==> src/rtl/fetch_responder_pkg.sv <==
// rtl/fetch_responder_pkg.sv - shared rv32 fetch/decode types and constants
package fetch_responder_pkg;

    localparam logic [31:0] NOP_INSTR = 32'h0000_0013;

    typedef enum logic {NORMAL, HOLD} fetch_state_t;

    typedef struct packed {
        logic [31:0] instr;
        logic [31:0] pc;
        logic [31:0] pc4;
        logic        valid;
    } if_id_t;

endpackage

==> src/rtl/fetch_responder.sv <==
// rtl/fetch_responder.sv - aligns sync-read imem data with its pc for decode, with stall hold and flush bubbles
module fetch_responder #(
    parameter int          ADDR_W    = 10,
    parameter logic [31:0] NOP_INSTR = fetch_responder_pkg::NOP_INSTR
) (
    input  logic              clk,
    input  logic              rst,
    input  logic [31:0]       cur_pc,
    input  logic              stall,
    input  logic              flush,
    output logic [ADDR_W-1:0] imem_addr,
    input  logic [31:0]       imem_rdata,
    output logic [31:0]       id_instr,
    output logic [31:0]       id_pc,
    output logic [31:0]       id_pc4,
    output logic              id_valid,
    output logic              id_misaligned
);
    import fetch_responder_pkg::*;

    fetch_state_t state_q, state_d;
    logic [31:0]  pc_q, pc_d;
    logic         v_q, v_d;
    logic [31:0]  hold_q, hold_d;
    if_id_t       bundle;

    assign imem_addr = cur_pc[ADDR_W+1:2];

    always_ff @(posedge clk) begin
        if (rst) begin
            state_q <= NORMAL;
            pc_q    <= 32'd0;
            v_q     <= 1'b0;
            hold_q  <= 32'd0;
        end else begin
            state_q <= state_d;
            pc_q    <= pc_d;
            v_q     <= v_d;
            hold_q  <= hold_d;
        end
    end

    always_comb begin
        state_d = state_q;
        pc_d    = pc_q;
        v_d     = v_q;
        hold_d  = hold_q;
        if (flush) begin
            v_d     = 1'b0;
            pc_d    = cur_pc;
            state_d = NORMAL;
        end else if (stall) begin
            // Capture only on stall entry: the memory output moves on while the PC is frozen.
            if (state_q == NORMAL && v_q) begin
                hold_d  = imem_rdata;
                state_d = HOLD;
            end
        end else begin
            pc_d    = cur_pc;
            v_d     = 1'b1;
            state_d = NORMAL;
        end
    end

    always_comb begin
        bundle.valid = v_q;
        bundle.pc    = pc_q;
        bundle.pc4   = pc_q + 32'd4;
        bundle.instr = NOP_INSTR;
        if (v_q) begin
            bundle.instr = (state_q == HOLD) ? hold_q : imem_rdata;
        end
    end

    assign id_instr      = bundle.instr;
    assign id_pc         = bundle.pc;
    assign id_pc4        = bundle.pc4;
    assign id_valid      = bundle.valid;
    assign id_misaligned = bundle.valid && (bundle.pc[1:0] != 2'b00);

endmodule
==> config.mk <==
export PLATFORM = sky130hd
export DESIGN_NAME = fetch_responder
export DESIGN_NICKNAME = d
export VERILOG_FILES = /design/src/rtl/fetch_responder_pkg.sv /design/src/rtl/fetch_responder.sv
export SDC_FILE = /design/constraint.sdc
export NUM_CORES = 1
export LEC_CHECK = 0
export CAP_MARGIN = 0
export CORE_MARGIN = 2
export CORE_UTILIZATION = 43
export CTS_CLUSTER_SIZE = 24
export DETAILED_ROUTE_END_ITERATION = 7
export PLACE_DENSITY = 0.86
export SYNTH_ARGS = -nofsm -noshare
export SYNTH_HDL_FRONTEND = slang
export SYNTH_SLANG_ARGS = --single-unit
==> constraint.sdc <==
create_clock -name clk -period 3.07 [get_ports clk]
set_input_delay 0.614 -clock clk [delete_from_list [all_inputs] [get_ports clk]]
set_output_delay 0.614 -clock clk [all_outputs]
set_load 0.005 [all_outputs]
### Word level (Yosys, flattened, before mapping)

Index checks and enable logic that the tools add are counted.

| word-level totals | value |
|---|---|
| logic and storage cells | 19 |
| output and inout bits | 108 |
| bits in registers | 66 |
| bits of input ports | 68 |

| cells by class | value |
|---|---|
| bitwise operators | 3 |
| equality and inequality tests | 1 |
| mux-type cells | 4 |
| $add $sub $neg | 1 |
| reduce and logical (&&, ||, !) cells | 6 |

Operators by type and width:

| operator | number |
|---|---|
| 32-bit two-way mux | 4 |
| 32-bit by 3-bit adder with 32-bit output (second input constant) | 1 |
| 1-bit inverter | 3 |
| 3-bit AND reduction | 1 |
| 3-bit OR reduction | 1 |
| 1-bit logical AND | 2 |
| 2-bit by 1-bit != test with 1-bit output (second input constant) | 1 |
| 2-bit nonzero test | 1 |
| 2-bit OR reduction | 1 |

### Depth between registers and ports, before layout

| logic depth | value |
|---|---|
| depth in word-level cells | 3 |
| depth in mapped cells | 7 |
| depth with buffers taken out | 5 |

### Worst setup path before layout

Ideal clock, no wire load.

| path | value |
|---|---|
| path type | reg2out |
| start | register pc_q[2], in the netlist id_pc[2] |
| end | output port id_pc4[18] |
| slack | 0.976 ns |
| buffers on the path | 2 |
| data required time | 2.456 ns |
| arrival time | 1.480 ns |
| cell stages (with the launch flop) | 8 |
| path through | dfxtp_1 -> ha_1 -> and4_1 -> buf_2 -> nor2b_1 -> buf_2 -> nand4_1 -> xnor2_1 |

| between the ends | value |
|---|---|
| word-level cells in the longest chain between the ends | 1 |

RTL lines:

| element | line | text |
|---|---|---|
| start, declared | fetch_responder.sv:22 | `logic [31:0] pc_q, pc_d;` |
| start signal, assigned | fetch_responder.sv:37 | `pc_q <= pc_d;` |
| 32-bit by 3-bit adder with 32-bit output | fetch_responder.sv:68 | `bundle.pc4 = pc_q + 32'd4;` |
| end, declared | fetch_responder.sv:15 | `output logic [31:0] id_pc4,` |

Every way passes these cells.

### Worst setup path after layout

| path | value |
|---|---|
| start | register pc_q[7], in the netlist id_pc[7] |
| end | output port id_pc4[15] |

The elaborated chain is that of the path after synthesis.

==> flow_results.xml <==
<?xml version="1.0" encoding="UTF-8"?>
<metrics>
  <group name="timing">
    <metric name="worst_slew_margin_rel" unit="">0.283</metric>
    <metric name="tightestPinTransition" unit="ps">1080</metric>
    <metric name="finalClockSkew" unit="ps">4.73</metric>
    <metric name="rsz_0062_raised_after_global_routing" unit="">true</metric>
    <metric name="report.final.slew_viol_count" unit="">0</metric>
    <metric name="period_share" unit="">0.950</metric>
    <metric name="final-hold-violation-count" unit="">0</metric>
    <metric name="maxClockFrequency" unit="GHz">0.343</metric>
    <metric name="setup_tns" unit="ps">0</metric>
    <metric name="setup_viol" unit="">0</metric>
    <metric name="period_minus_slack" unit="ps">2920</metric>
  </group>
  <group name="clock_tree">
    <metric name="cts.sink_count" unit="">66</metric>
    <metric name="cts.reportedPaths.clkPinSlew" unit="ps">80</metric>
    <metric name="ctsHtreeMaxLevel" unit="">3</metric>
    <metric name="tritoncts" unit="">built</metric>
    <metric name="cts_buffer_depth" unit="">2</metric>
    <metric name="clock_latency" unit="ps">340</metric>
    <metric name="cts-buffers-inserted" unit="">9</metric>
    <metric name="clk_root_buffer_cell" unit="">sky130_fd_sc_hd__clkbuf_8</metric>
  </group>
  <group name="die">
    <metric name="die_area" unit="um2">8640</metric>
    <metric name="starting_utilization_of_the_core_area" unit="">0.442</metric>
    <metric name="die_w" unit="um">92.9</metric>
    <metric name="site_row_count" unit="">32</metric>
    <metric name="num_io_pins" unit="">176</metric>
    <metric name="design.core.area" unit="um2">7690</metric>
    <metric name="fp.dieH" unit="um">92.9</metric>
  </group>
  <group name="global_routing">
    <metric name="final_global_route_overflow_total" unit="">0</metric>
    <metric name="grt_pass1_vias" unit="">3583</metric>
    <metric name="grt.total_usage" unit="">0.239</metric>
    <metric name="grt_start_max_net_pins" unit="">44</metric>
    <metric name="grt_antenna_before_repair" unit="">0</metric>
    <metric name="grt_first_pass_wirelength" unit="mm">16.8</metric>
  </group>
  <group name="placed_design">
    <metric name="postPlaceCellArea" unit="um2">5150</metric>
    <metric name="gp_routability_congestion" unit="">0.831</metric>
    <metric name="place_hpwl" unit="mm">7.56</metric>
    <metric name="io_buffer_count" unit="">175</metric>
  </group>
  <group name="run">
    <metric name="max_capacitance_violation_total" unit="">0</metric>
  </group>
  <group name="hold_path">
    <metric name="hold_class" unit="">flip-flop to flip-flop</metric>
    <metric name="timing.hold.worst_path_depth" unit="">2</metric>
    <metric name="hold-path-endpoint" unit="">hold_q[10]$_SDFFE_PP0P_</metric>
    <metric name="min-delay-start" unit="">hold_q[10]$_SDFFE_PP0P_</metric>
  </group>
  <group name="finish">
    <metric name="area_growth" unit="%">58.6</metric>
    <metric name="seqCellArea" unit="um2">1330</metric>
    <metric name="multi_input_logic_area" unit="um2">1860</metric>
    <metric name="fillerInstances" unit="">631</metric>
    <metric name="layout_commonest_cell" unit="">sky130_fd_sc_hd__clkdlybuf4s50_1</metric>
    <metric name="design_area" unit="um2">5400</metric>
    <metric name="antennaDiodeCount" unit="">0</metric>
    <metric name="design.final.nets" unit="">678</metric>
    <metric name="layout_common_cells" unit="">sky130_fd_sc_hd__clkdlybuf4s50_1, sky130_fd_sc_hd__nand2_1, sky130_fd_sc_hd__a21oi_1</metric>
    <metric name="drive_above_1_share" unit="">0.0619</metric>
  </group>
  <group name="route">
    <metric name="route.vias.total" unit="">3610</metric>
    <metric name="drtIter0Drc" unit="">107</metric>
    <metric name="detail_route.drc_violations" unit="">0</metric>
    <metric name="drt_first_pass_iters" unit="">4</metric>
    <metric name="routed_via_density" unit="">5.04</metric>
    <metric name="totalWireLength" unit="mm">10.4</metric>
    <metric name="routedWlPerCell" unit="um">14.5</metric>
    <metric name="detail-route-antenna-nets" unit="">0</metric>
  </group>
  <group name="worst_setup_path">
    <metric name="timing.rr.start" unit="">state_q$_SDFFE_PP0P_</metric>
    <metric name="crit_chain" unit="">nand3_2, nor3_2, nand3_1, xnor2_1, clkdlybuf4s50_1</metric>
    <metric name="arrival_time_reported_for_the_critical_path_endpoint" unit="ps">2300</metric>
    <metric name="cp_max_fo" unit="">6</metric>
    <metric name="regToRegSetupSlack" unit="ps">880</metric>
    <metric name="crit_required" unit="ps">2460</metric>
    <metric name="max_stage_delay" unit="ps">540</metric>
    <metric name="cp-start-kind" unit="">flip-flop</metric>
    <metric name="worstReg2RegEnd" unit="">hold_q[14]$_SDFFE_PP0P_</metric>
    <metric name="startpoint_to_endpoint_class_of_the_critical_path" unit="">flip-flop to primary output</metric>
    <metric name="cpMaxStageDelayCell" unit="">sky130_fd_sc_hd__clkdlybuf4s50_1</metric>
    <metric name="ff2ff_path_depth" unit="">4</metric>
    <metric name="setup.worst_path.end_class" unit="">primary output</metric>
  </group>
  <group name="synthesis">
    <metric name="synth_area_leader_cell" unit="">sky130_fd_sc_hd__dfxtp_1</metric>
    <metric name="synth_area_per_cell" unit="um2">7.46</metric>
    <metric name="ys_warn_count" unit="">0</metric>
    <metric name="synthesis.instances" unit="">456</metric>
    <metric name="synthesis.area" unit="um2">3400</metric>
    <metric name="synth_fp_nets" unit="">525</metric>
    <metric name="netlist-cell-type-count" unit="">28</metric>
    <metric name="postSynthRegisterBits" unit="">66</metric>
    <metric name="ys_seq_area_frac" unit="">0.389</metric>
    <metric name="netlist_top_cells_area" unit="">sky130_fd_sc_hd__dfxtp_1, sky130_fd_sc_hd__nand2_1, sky130_fd_sc_hd__a21oi_1</metric>
    <metric name="synth_top_cell_area_share" unit="">0.389</metric>
  </group>
  <group name="power">
    <metric name="worst_ir_drop_vdd" unit="mV">0.237</metric>
    <metric name="post-layout-total-power" unit="mW">2.19</metric>
    <metric name="power_leakage" unit="nW">1.89</metric>
    <metric name="power.density" unit="nW/um2">406</metric>
  </group>
  <group name="status">
    <metric name="run_status" unit="">completed</metric>
  </group>
</metrics>
## critical path: cells and delay by family (launching register included)
family	cells	cell delay (ps)
XOR/XNOR	1	170
buffers and inverters	1	540
flip-flops	1	470
AND/OR/NAND/NOR	3	770
## state kept, by name, indices dropped and copies added, names as in the netlist
register,count
id_valid,1
state_q,1
hold_q,32
id_pc,32
## cell families (layout without fill, tap and decap cells)
logic type	Yosys count	count (layout)	share of synthesized area
fa+ha+maj	1	1	0.00368
xor+xnor	28	28	0.0721
mux	32	32	0.0942
flops	66	66	0.389
compound gates	65	65	0.0964
buf+inv	46	204	0.0673
simple gates	218	218	0.278
## metrics by stage
| stage | instances | utilization | setup slack (ps) | hold slack, ps |
|---|---|---|---|---|
| after floorplan | 456 | - | 976 | 436 |
| after global placement | 699 | 0.670 | 435 | 442 |
| after detailed placement | 699 | 0.670 | 374 | 449 |
| after CTS | 715 | 0.700 | 4.26 | 460 |
| after global routing | 716 | 0.702 | -27.5 | 477 |
| final | 716 | 0.702 | 153 | 457 |
## final cells by class
type                            count  area share
Clock inverter                      6      0.0195
Timing Repair Buffer              185       0.340
Clock buffer                       10      0.0237
Inverter                            3     0.00209
Tap cell                          102      0.0237
Sequential cell                    66       0.246
Multi-Input combinational cell    344       0.346
## where the power goes
part           total (mW)  switching, mW  internal [mW]
combinational       0.381          0.136          0.245
sequential          0.939         0.0490          0.890
clock               0.871          0.335          0.536
total                2.19          0.520           1.67
## repair_timing
action                                  4_1_cts  5_1_grt
setup buffers                                 0        1
endpoints found under the setup margin        0       19
hold buffers                                  0        0
gates resized for setup                       0        5
## worst max path at each step
stage | startpoint | to | slack [ps] | cells after the start
2_1_floorplan | id_pc[2]$_SDFFE_PP0P_ | id_pc4[18] | 980 | 7
3_3_place_gp | id_pc[2]$_SDFFE_PP0P_ | id_pc4[18] | 440 | 7
3_5_place_dp | id_pc[2]$_SDFFE_PP0P_ | id_pc4[18] | 370 | 7
4_1_cts | id_pc[2]$_SDFFE_PP0P_ | id_pc4[18] | 4 | 7
5_1_grt | id_pc[2]$_SDFFE_PP0P_ | id_pc4[12] | -30 | 7
6_report | id_pc[7]$_SDFFE_PP0P_ | id_pc4[15] | 150 | 5
## per-layer routing
layer,vias to the layer above,global-route usage,wire [um]
li1,1791,-,-
met1,1658,0.272,4060
met2,149,0.428,5300
met3,12,0.0643,859
met4,0,0.0833,126
met5,-,0,0
## synthesized netlist by cell type, drive strengths merged
cell type,number
nor3,4
nand2b,1
mux2i,32
a21oi,64
nor4,2
nand3,17
or3,1
nor2b,2
dfxtp,66
clkbuf,22
buf,21
nand2,139
and4,1
and3,2
a211oi,1
ha,1
nand4,11
inv,3
xnor2,24
xor2,4
and2,1
nor2,37
(Power assumes the default switching activity.)
